<file path="config.mk">
export PLATFORM = sky130hd
export DESIGN_NAME = gpio_ctrl
export DESIGN_NICKNAME = d
export VERILOG_FILES = /design/src/rtl/gpio_ctrl.sv
export SDC_FILE = /design/constraint.sdc
export NUM_CORES = 1
export LEC_CHECK = 0
export CAP_MARGIN = 20
export CORE_UTILIZATION = 46
export CTS_CLUSTER_DIAMETER = 40
export DETAILED_ROUTE_END_ITERATION = 6
export GPL_ROUTABILITY_DRIVEN = 0
export PLACE_DENSITY = 0.92
export SLEW_MARGIN = 10
export SYNTH_ARGS = -nofsm -noshare
export SYNTH_HDL_FRONTEND = slang
export SYNTH_SLANG_ARGS = --single-unit
</file>
<file path="constraint.sdc">
create_clock -name clk -period 5.45 [get_ports clk]
set_input_delay 0.8175 -clock clk [delete_from_list [all_inputs] [get_ports clk]]
set_output_delay 0.8175 -clock clk [all_outputs]
set_load 0.05 [all_outputs]
</file>
<file path="src/rtl/gpio_ctrl.sv">
// Memory-mapped GPIO controller: OUT/DIR/IN registers, set/clear writes, 2-flop input sync.
// Optional edge-triggered interrupts are built only when GPIO_IRQ_EN is defined.
module gpio_ctrl #(
  parameter int unsigned GPIO_W = 16
) (
  input  logic              clk,
  input  logic              rst,
  input  logic              gpio_en_i,
  input  logic              mem_we_i,
  input  logic [31:0]       mem_addr_i,
  input  logic [31:0]       wmem_data_i,
  output logic [31:0]       gpio_data_o,
  input  logic [GPIO_W-1:0] gpio_pins_i,
  output logic [GPIO_W-1:0] gpio_pins_o,
  output logic [GPIO_W-1:0] gpio_oe_o,
  output logic              irq_o
);

  typedef enum logic [2:0] {
    REG_OUT      = 3'd0,
    REG_DIR      = 3'd1,
    REG_IN       = 3'd2,
    REG_IRQ_EN   = 3'd3,
    REG_IRQ_RISE = 3'd4,
    REG_IRQ_STAT = 3'd5,
    REG_OUT_SET  = 3'd6,
    REG_OUT_CLR  = 3'd7
  } reg_e;

  reg_e              sel;
  logic              wr;
  logic              rd;
  logic [GPIO_W-1:0] wdata;
  logic [GPIO_W-1:0] out_q;
  logic [GPIO_W-1:0] dir_q;
  logic [GPIO_W-1:0] sync1_q;
  logic [GPIO_W-1:0] sync2_q;
  logic [31:0]       rd_word;
  logic              unused;

  assign sel    = reg_e'(mem_addr_i[4:2]);
  assign wr     = gpio_en_i & mem_we_i;
  assign rd     = gpio_en_i & ~mem_we_i;
  assign wdata  = wmem_data_i[GPIO_W-1:0];
  // Only address bits [4:2] and the low GPIO_W data bits carry meaning.
  assign unused = ^{mem_addr_i, wmem_data_i};

  always_ff @(posedge clk or posedge rst) begin
    if (rst) begin
      out_q <= '0;
      dir_q <= '0;
    end else if (wr) begin
      case (sel)
        REG_OUT:     out_q <= wdata;
        REG_DIR:     dir_q <= wdata;
        REG_OUT_SET: out_q <= out_q | wdata;
        REG_OUT_CLR: out_q <= out_q & ~wdata;
        default:     ;
      endcase
    end
  end

  always_ff @(posedge clk or posedge rst) begin
    if (rst) begin
      sync1_q <= '0;
      sync2_q <= '0;
    end else begin
      sync1_q <= gpio_pins_i;
      sync2_q <= sync1_q;
    end
  end

`ifdef GPIO_IRQ_EN
  logic [GPIO_W-1:0] irq_en_q;
  logic [GPIO_W-1:0] irq_rise_q;
  logic [GPIO_W-1:0] irq_stat_q;
  logic [GPIO_W-1:0] prev_q;
  logic [GPIO_W-1:0] hit;
  logic [GPIO_W-1:0] w1c;

  assign hit = (irq_rise_q & sync2_q & ~prev_q) | (~irq_rise_q & ~sync2_q & prev_q);
  assign w1c = (wr && sel == REG_IRQ_STAT) ? wdata : '0;

  always_ff @(posedge clk or posedge rst) begin
    if (rst) begin
      irq_en_q   <= '0;
      irq_rise_q <= '0;
      irq_stat_q <= '0;
      prev_q     <= '0;
    end else begin
      prev_q <= sync2_q;
      // A hardware hit in the same cycle as a W1C keeps the bit set.
      irq_stat_q <= (irq_stat_q & ~w1c) | hit;
      if (wr && sel == REG_IRQ_EN)   irq_en_q   <= wdata;
      if (wr && sel == REG_IRQ_RISE) irq_rise_q <= wdata;
    end
  end

  assign irq_o = |(irq_stat_q & irq_en_q);
`else
  assign irq_o = 1'b0;
`endif

  always_comb begin
    rd_word = '0;
    case (sel)
      REG_OUT:      rd_word[GPIO_W-1:0] = out_q;
      REG_DIR:      rd_word[GPIO_W-1:0] = dir_q;
      REG_IN:       rd_word[GPIO_W-1:0] = sync2_q;
`ifdef GPIO_IRQ_EN
      REG_IRQ_EN:   rd_word[GPIO_W-1:0] = irq_en_q;
      REG_IRQ_RISE: rd_word[GPIO_W-1:0] = irq_rise_q;
      REG_IRQ_STAT: rd_word[GPIO_W-1:0] = irq_stat_q;
`endif
      default:      rd_word = '0;
    endcase
  end

  always_ff @(posedge clk or posedge rst) begin
    if (rst) begin
      gpio_data_o <= '0;
    end else if (rd) begin
      gpio_data_o <= rd_word;
    end
  end

  assign gpio_pins_o = out_q;
  assign gpio_oe_o   = dir_q;

endmodule

</file>
==> impl_metrics.csv, run 1 <==
group,metric,value,unit
power,leakage,1.92,nW
finish,syn2layout_area_growth,30.9,%
grt,overflow,0,
detailed_routing,final_antenna_net_count,0,
worst_setup_path,reg2reg_to,"gpio_data_o[8]",
power,p_int,1.06,mW
sta,fin_skew,15.0,ps
sta,finalCritPeriodShare,52.5,%
worst_setup_path,critPathTopFamily,"buffers and inverters",
finish,drive_gt1_share,12.8,%
grt,grt_use_met1,28.2,%
worst_setup_path,reg2regPathDepth,3,
placement,dpl.hpwl,5160,µm
finish,antenna_cells,0,
finish,final_nets,422,
power,seqPwrFrac,43.1,%
floorplan,coreArea,7250,µm²
logic_synthesis,netlist_instances,256,
placement,port_buffers,86,
grt,track_usage,21.5,%
worst_setup_path,reg2reg_from,"gpio_pins_o[8]",
clock_tree,root_buffer,"clkbuf_8",
hold_path,min_delay_worst_endpoint,"sync2_q[8]",
clock_tree,post-cts-setup-buffers,0,
logic_synthesis,syn_area_per_cell,13.4,µm²
worst_setup_path,critPathCaptureType,"flip-flop",
clock_tree,cts_num_sinks,80,
clock_tree,cts_inserted_buffers,9,
sta,finalSetupViolations,0,
worst_setup_path,path_class,"in -> reg",
floorplan,io_pins,149,
finish,instances_no_fill,442,
floorplan,die_y,88.5,µm
worst_setup_path,cp_slowest_cell,"clkdlybuf4s50_1",
sta,hold_viol_final,0,
worst_setup_path,crit_buf_inv,1,
clock_tree,cts_tree,"built",
worst_setup_path,cp.depth,4,
worst_setup_path,worst-path-max-fanout,23,
detailed_routing,via_count,2436,
grt,grt_antenna_before_repair,0,
flow_run,cap_violations,0,
detailed_routing,viasPerCell,5.51,
worst_setup_path,arrival,3050,ps
floorplan,num_rows,31,
sta,slew_headroom,33.4,%
hold_path,hp-start,"sync1_q[8]",
sta,worst_slew_pin_slew,996,ps
power,powerDensity,358,nW/µm²
floorplan,die_w,88.5,µm
clock_tree,cts_hold_buf,0,
clock_tree,htree_levels,3,
clock_tree,clk_latency,340,ps
power,p_comb_share,28.7,%
detailed_routing,drt_wl_total,7720,µm
power,clock_power_share,28.2,%
grt,grt_pass1_wl,12300,µm
detailed_routing,wl_per_cell,17.5,µm
power,p_switching,0.553,mW
sta,slew_viol_final,0,
worst_setup_path,startpoint_type,"primary input",
floorplan,die-area,7830,µm²
logic_synthesis,yosysSeqAreaShare,58.2,%
worst_setup_path,required,5640,ps
logic_synthesis,syn_area,3440,µm²
sta,fin_tns_setup,0,ps
sta,period_minus_slack,2860,ps
logic_synthesis,ys_types,30,
grt,grt_pass1_vias,2414,
sta,rsz0062_at_grt,"false",
grt,grt_max_degree,81,
hold_path,hold_path_class,"reg -> reg",
power,totalPowerFinal,1.61,mW
grt,use_met3,5.22,%
hold_path,whs_path_depth,0,
logic_synthesis,synth_seq_cells,80,
power,ir_drop,0.171,mV
power,switching_share,34.3,%
worst_setup_path,rrSetupSlack,4330,ps
clock_tree,post_cts_resized,0,
sta,max_freq,349,MHz
grt,use_met2,34.8,%
logic_synthesis,yosysWarnings,0,
detailed_routing,drt_iter0_drc,136,
worst_setup_path,cpPeakStageDelay,1130,ps
clock_tree,clock_path_buffers,2,
grt,top_usage_layer,"met2",
detailed_routing,drc,0,
worst_setup_path,cp_cell_sequence,"clkdlybuf4s50_1, and4_4, and2_1, a221oi_1",
clock_tree,clk_pin_slew,80,ps
placement,dp.cells,425,
run_status,status,"finished, final reports clean",
floorplan,initial_core_util,47.5,%
detailed_routing,first_pass_iters,4,
-- area by class of cell --
type                            instances  area [µm²]
Fill cell                             562        2750
Multi-Input combinational cell        154        1240
Inverter                                2        8.76
Clock buffer                           11         151
Clock inverter                          5        63.8
Tap cell                               99         124
Sequential cell                        80        2000
Timing Repair Buffer                   91         911
-- power groups by stage --
stage                     clock [mW]  combinational [mW]  sequential (mW)
after floorplan                    0               0.147            0.864
after global placement             0               0.454            0.701
after detailed placement           0               0.463            0.705
after CTS                      0.470               0.464            0.694
after global routing           0.500               0.489            0.702
final                          0.455               0.463            0.694
-- metal layers --
layer,share of wire (%),vias up,wire length (µm)
li1,-,1107,-
met1,43,1247,3320
met2,51,76,3920
met3,5.2,6,400
met4,0.92,0,71
met5,0,-,0
-- worst max path at each step --
stage          slack (ps)        endpoint           from
3_5_place_dp         2240  gpio_pins_o[9]  mem_addr_i[3]
6_report             2590  gpio_pins_o[1]  mem_addr_i[3]
4_1_cts              2610  gpio_pins_o[1]  mem_addr_i[3]
2_1_floorplan        2580  gpio_data_o[0]            rst
3_3_place_gp         2280  gpio_pins_o[3]  mem_addr_i[3]
5_1_grt              2460  gpio_pins_o[9]  mem_addr_i[3]
-- synthesized netlist by cell type --
master / count / share of area, %
dfrtp_1: 80 / 58
buf_4: 21 / 4.6
a22o_1: 16 / 4.1
mux2i_1: 16 / 4.7
o2bb2ai_1: 16 / 4.1
mux2_2: 15 / 4.9
a221oi_1: 13 / 3.3
a31oi_1: 13 / 2.4
nand2b_1: 13 / 2.4
o31ai_1: 13 / 2.8
buf_2: 9 / 1.3
a21boi_0: 3 / 0.65
buf_6: 3 / 0.98
clkbuf_1: 3 / 0.33
nand3_1: 3 / 0.44
o221a_2: 3 / 0.98
inv_1: 2 / 0.22
or2b_1: 2 / 0.44
a211oi_4: 1 / 0.58
and2_1: 1 / 0.18
and3b_1: 1 / 0.25
and4_4: 1 / 0.33
conb_1: 1 / 0.11
mux2_1: 1 / 0.33
nand3b_1: 1 / 0.22
nand4_4: 1 / 0.62
nor2_1: 1 / 0.11
nor2_2: 1 / 0.18
nor2b_1: 1 / 0.18
xor2_1: 1 / 0.25
-- logic make-up (layout without fill, tap and decap cells) --
logic type | Yosys count | after routing | synth area share, %
DFF | 80 | 80 | 58.2
xor gates and xnor gates | 1 | 1 | 0.254
AOI/OAI and AO/OA | 78 | 78 | 18.9
buffers and inverters | 38 | 109 | 7.42
muxes | 32 | 32 | 9.89
other | 1 | 17 | 0.109
and+or+nand+nor | 26 | 26 | 5.31
-- placed cells by master (no fill, tap or decap), types with 2 or more instances in the layout --
cell,count
a22o_1,16
a221oi_1,13
o2bb2ai_1,16
mux2i_1,16
o31ai_1,13
o221a_2,3
clkdlybuf4s50_1,86
conb_1,17
a31oi_1,13
nand2b_1,13
dfrtp_1,80
clkbuf_8,11
or2b_1,2
mux2_2,15
clkinv_4,2
nand3_1,3
buf_4,4
a21boi_0,3
-- per-stage QoR --
| stage | area, µm² | setup slack [ps] | util, % | hold WS [ps] |
|---|---|---|---|---|
| floorplan | 3500 | 2580 | - | 331 |
| global placement | 4270 | 2280 | 58.9 | 332 |
| detailed placement | 4270 | 2240 | 58.9 | 336 |
| CTS | 4490 | 2610 | 61.8 | 348 |
| global route | 4510 | 2460 | 62.1 | 350 |
| finish | 4510 | 2590 | 62.1 | 345 |
-- state kept, by name, indices dropped and copies added, names as in the netlist --
name and cells:
sync1_q 16, gpio_oe_o 16, gpio_data_o 16, gpio_pins_o 16
sync2_q 16
(Power assumes the default switching activity.)
==> run 2: changes to the inputs <==
--- a/config.mk
+++ b/config.mk
@@ -6,11 +6,11 @@
 export NUM_CORES = 1
 export LEC_CHECK = 0
 export CAP_MARGIN = 20
-export CORE_UTILIZATION = 46
+export CORE_UTILIZATION = 38
 export CTS_CLUSTER_DIAMETER = 40
 export DETAILED_ROUTE_END_ITERATION = 6
 export GPL_ROUTABILITY_DRIVEN = 0
-export PLACE_DENSITY = 0.92
+export PLACE_DENSITY = 0.82
 export SLEW_MARGIN = 10
 export SYNTH_ARGS = -nofsm -noshare
 export SYNTH_HDL_FRONTEND = slang
==> constraint.sdc (replaced) <==
create_clock -name clk -period 2.4 [get_ports clk]
set_input_delay 0.36 -clock clk [delete_from_list [all_inputs] [get_ports clk]]
set_output_delay 0.36 -clock clk [all_outputs]
set_load 0.05 [all_outputs]
==> run 2 against run 1 <==
Effect of this change: flip-flop and latch count unchanged; worst hold slack improved by 6.3 ps; power increased by 130%; setup slack got worse by 2100 ps; combinational power increased by 130%; final cell count increased by 3.6%; highest routed layer unchanged.
==> impl_metrics.csv, run 2 (synthesis results as in run 1) <==
group,metric,value,unit
run_status,status,"finished, final reports clean",
detailed_routing,drt_iter0_drc,160,
detailed_routing,first_pass_iters,4,
floorplan,coreArea,8760,µm²
worst_setup_path,worst-path-max-fanout,4,
worst_setup_path,cpPeakStageDelay,830,ps
clock_tree,cts_num_sinks,80,
detailed_routing,wl_met3,391,µm
worst_setup_path,arrival,1570,ps
sta,fin_tns_setup,0,ps
finish,layout_common_cells,"clkdlybuf4s50_1 (86), dfrtp_1 (80), conb_1 (17)",
detailed_routing,wl_met1,3580,µm
worst_setup_path,reg2reg_to,"gpio_data_o[0]",
worst_setup_path,reg2regPathDepth,3,
power,ir_drop,0.425,mV
grt,grt_pass1_vias,2354,
placement,port_buffers,86,
detailed_routing,wl_per_cell,17.0,µm
grt,overflow,0,
clock_tree,cts_inserted_buffers,9,
worst_setup_path,cp_cell_sequence,"clkdlybuf4s50_1",
sta,period_minus_slack,1930,ps
detailed_routing,final_antenna_net_count,0,
hold_path,hp-start,"sync1_q[2]",
clock_tree,post-cts-setup-buffers,0,
finish,syn2layout_area_growth,32.7,%
grt,track_usage,16.6,%
floorplan,die-area,9440,µm²
sta,hold_viol_final,0,
worst_setup_path,rrSetupSlack,1260,ps
floorplan,num_rows,34,
worst_setup_path,cp_slowest_cell,"clkdlybuf4s50_1",
clock_tree,root_buffer,"clkbuf_8",
worst_setup_path,crit_buf_inv,1,
sta,finalSetupViolations,0,
power,powerDensity,810,nW/µm²
detailed_routing,highest_layer,"met4",
flow_run,cap_violations,0,
placement,dp.cells,441,
clock_tree,post_cts_resized,0,
power,leakage,1.96,nW
worst_setup_path,startpoint_type,"flip-flop",
clock_tree,cts_tree,"built",
grt,grt_pass1_wl,12300,µm
sta,slew_headroom,63.7,%
floorplan,initial_core_util,39.3,%
hold_path,min_delay_worst_endpoint,"sync2_q[2]",
sta,worst_slew_pin_slew,544,ps
floorplan,die_w,97.2,µm
grt,grt_antenna_before_repair,0,
finish,antenna_cells,0,
detailed_routing,viasPerCell,5.23,
sta,max_freq,517,MHz
finish,layout_commonest_cell,"clkdlybuf4s50_1",
clock_tree,clock_path_buffers,2,
clock_tree,clk_latency,330,ps
floorplan,io_pins,149,
hold_path,whs_path_depth,0,
detailed_routing,wl_met2,3710,µm
finish,final_nets,429,
sta,rsz0062_at_grt,"false",
power,totalPowerFinal,3.70,mW
detailed_routing,drt_wl_total,7780,µm
hold_path,hold_path_class,"reg -> reg",
clock_tree,cts_hold_buf,0,
worst_setup_path,path_class,"reg -> out",
clock_tree,htree_levels,3,
detailed_routing,drc,0,
detailed_routing,via_count,2396,
floorplan,die_y,97.2,µm
sta,finalCritPeriodShare,80.5,%
worst_setup_path,required,2040,ps
sta,slew_viol_final,0,
sta,fin_skew,5.18,ps
placement,dpl.hpwl,5470,µm
finish,instances_no_fill,458,
grt,grt_max_degree,81,
worst_setup_path,critPathTopFamily,"buffers and inverters",
clock_tree,clk_pin_slew,80,ps
worst_setup_path,critPathCaptureType,"primary output",
finish,drive_gt1_share,14.3,%
worst_setup_path,reg2reg_from,"gpio_pins_o[0]",
## run 2: cell count changes in the layout (fill, tap and decap cells not counted)
cell       change
clkinv_4       -1
buf_4          +7
clkbuf_1       +1
clkinv_2       +2
bufinv_16      +1
inv_6          -1
clkbuf_8       -2
## run 2: power breakdown
| group | total [mW] | switching (mW) | internal, mW |
|---|---|---|---|
| clock network | 1.06 | 0.474 | 0.583 |
| registers | 1.58 | 0.0954 | 1.48 |
| logic | 1.06 | 0.680 | 0.384 |
## run 2: how the worst max path moves through the flow
stage	startpoint	to	slack [ps]	cells past startpoint
final	gpio_pins_o[2]	gpio_pins_o[2]	470	1
after global routing	mem_addr_i[2]	gpio_oe_o[13]	410	4
after CTS	mem_addr_i[2]	gpio_data_o[4]	380	4
after detailed placement	mem_addr_i[2]	gpio_data_o[4]	40	4
after global placement	mem_addr_i[2]	gpio_data_o[12]	110	4
after floorplan	mem_addr_i[2]	gpio_pins_o[10]	1080	5
## run 2: stage by stage
stage | util [%] | hold slack, ps | area (µm²) | setup WS (ps)
2_1_floorplan | - | 331 | 3510 | 1080
3_3_place_gp | 49.6 | 334 | 4350 | 113
3_5_place_dp | 49.6 | 335 | 4350 | 44.8
4_1_cts | 52.0 | 352 | 4560 | 379
5_1_grt | 52.1 | 359 | 4570 | 406
6_report | 52.1 | 351 | 4570 | 467
## run 2: metal layers
metal | GRT usage (%) | vias to the layer above
li1 | - | 1116
met1 | 22.5 | 1182
met2 | 25.8 | 90
met3 | 4.03 | 8
met4 | 6.08 | 0
met5 | 0 | -
## run 2: area by class of cell
type	instances	area (µm²)
repair buffers	98	963
multi-input cells	154	1240
well taps	108	135
inverters	2	11.3
fillers	771	4200
flip-flops and latches	80	2000
clock buffers	10	128
clock inverters	6	83.8
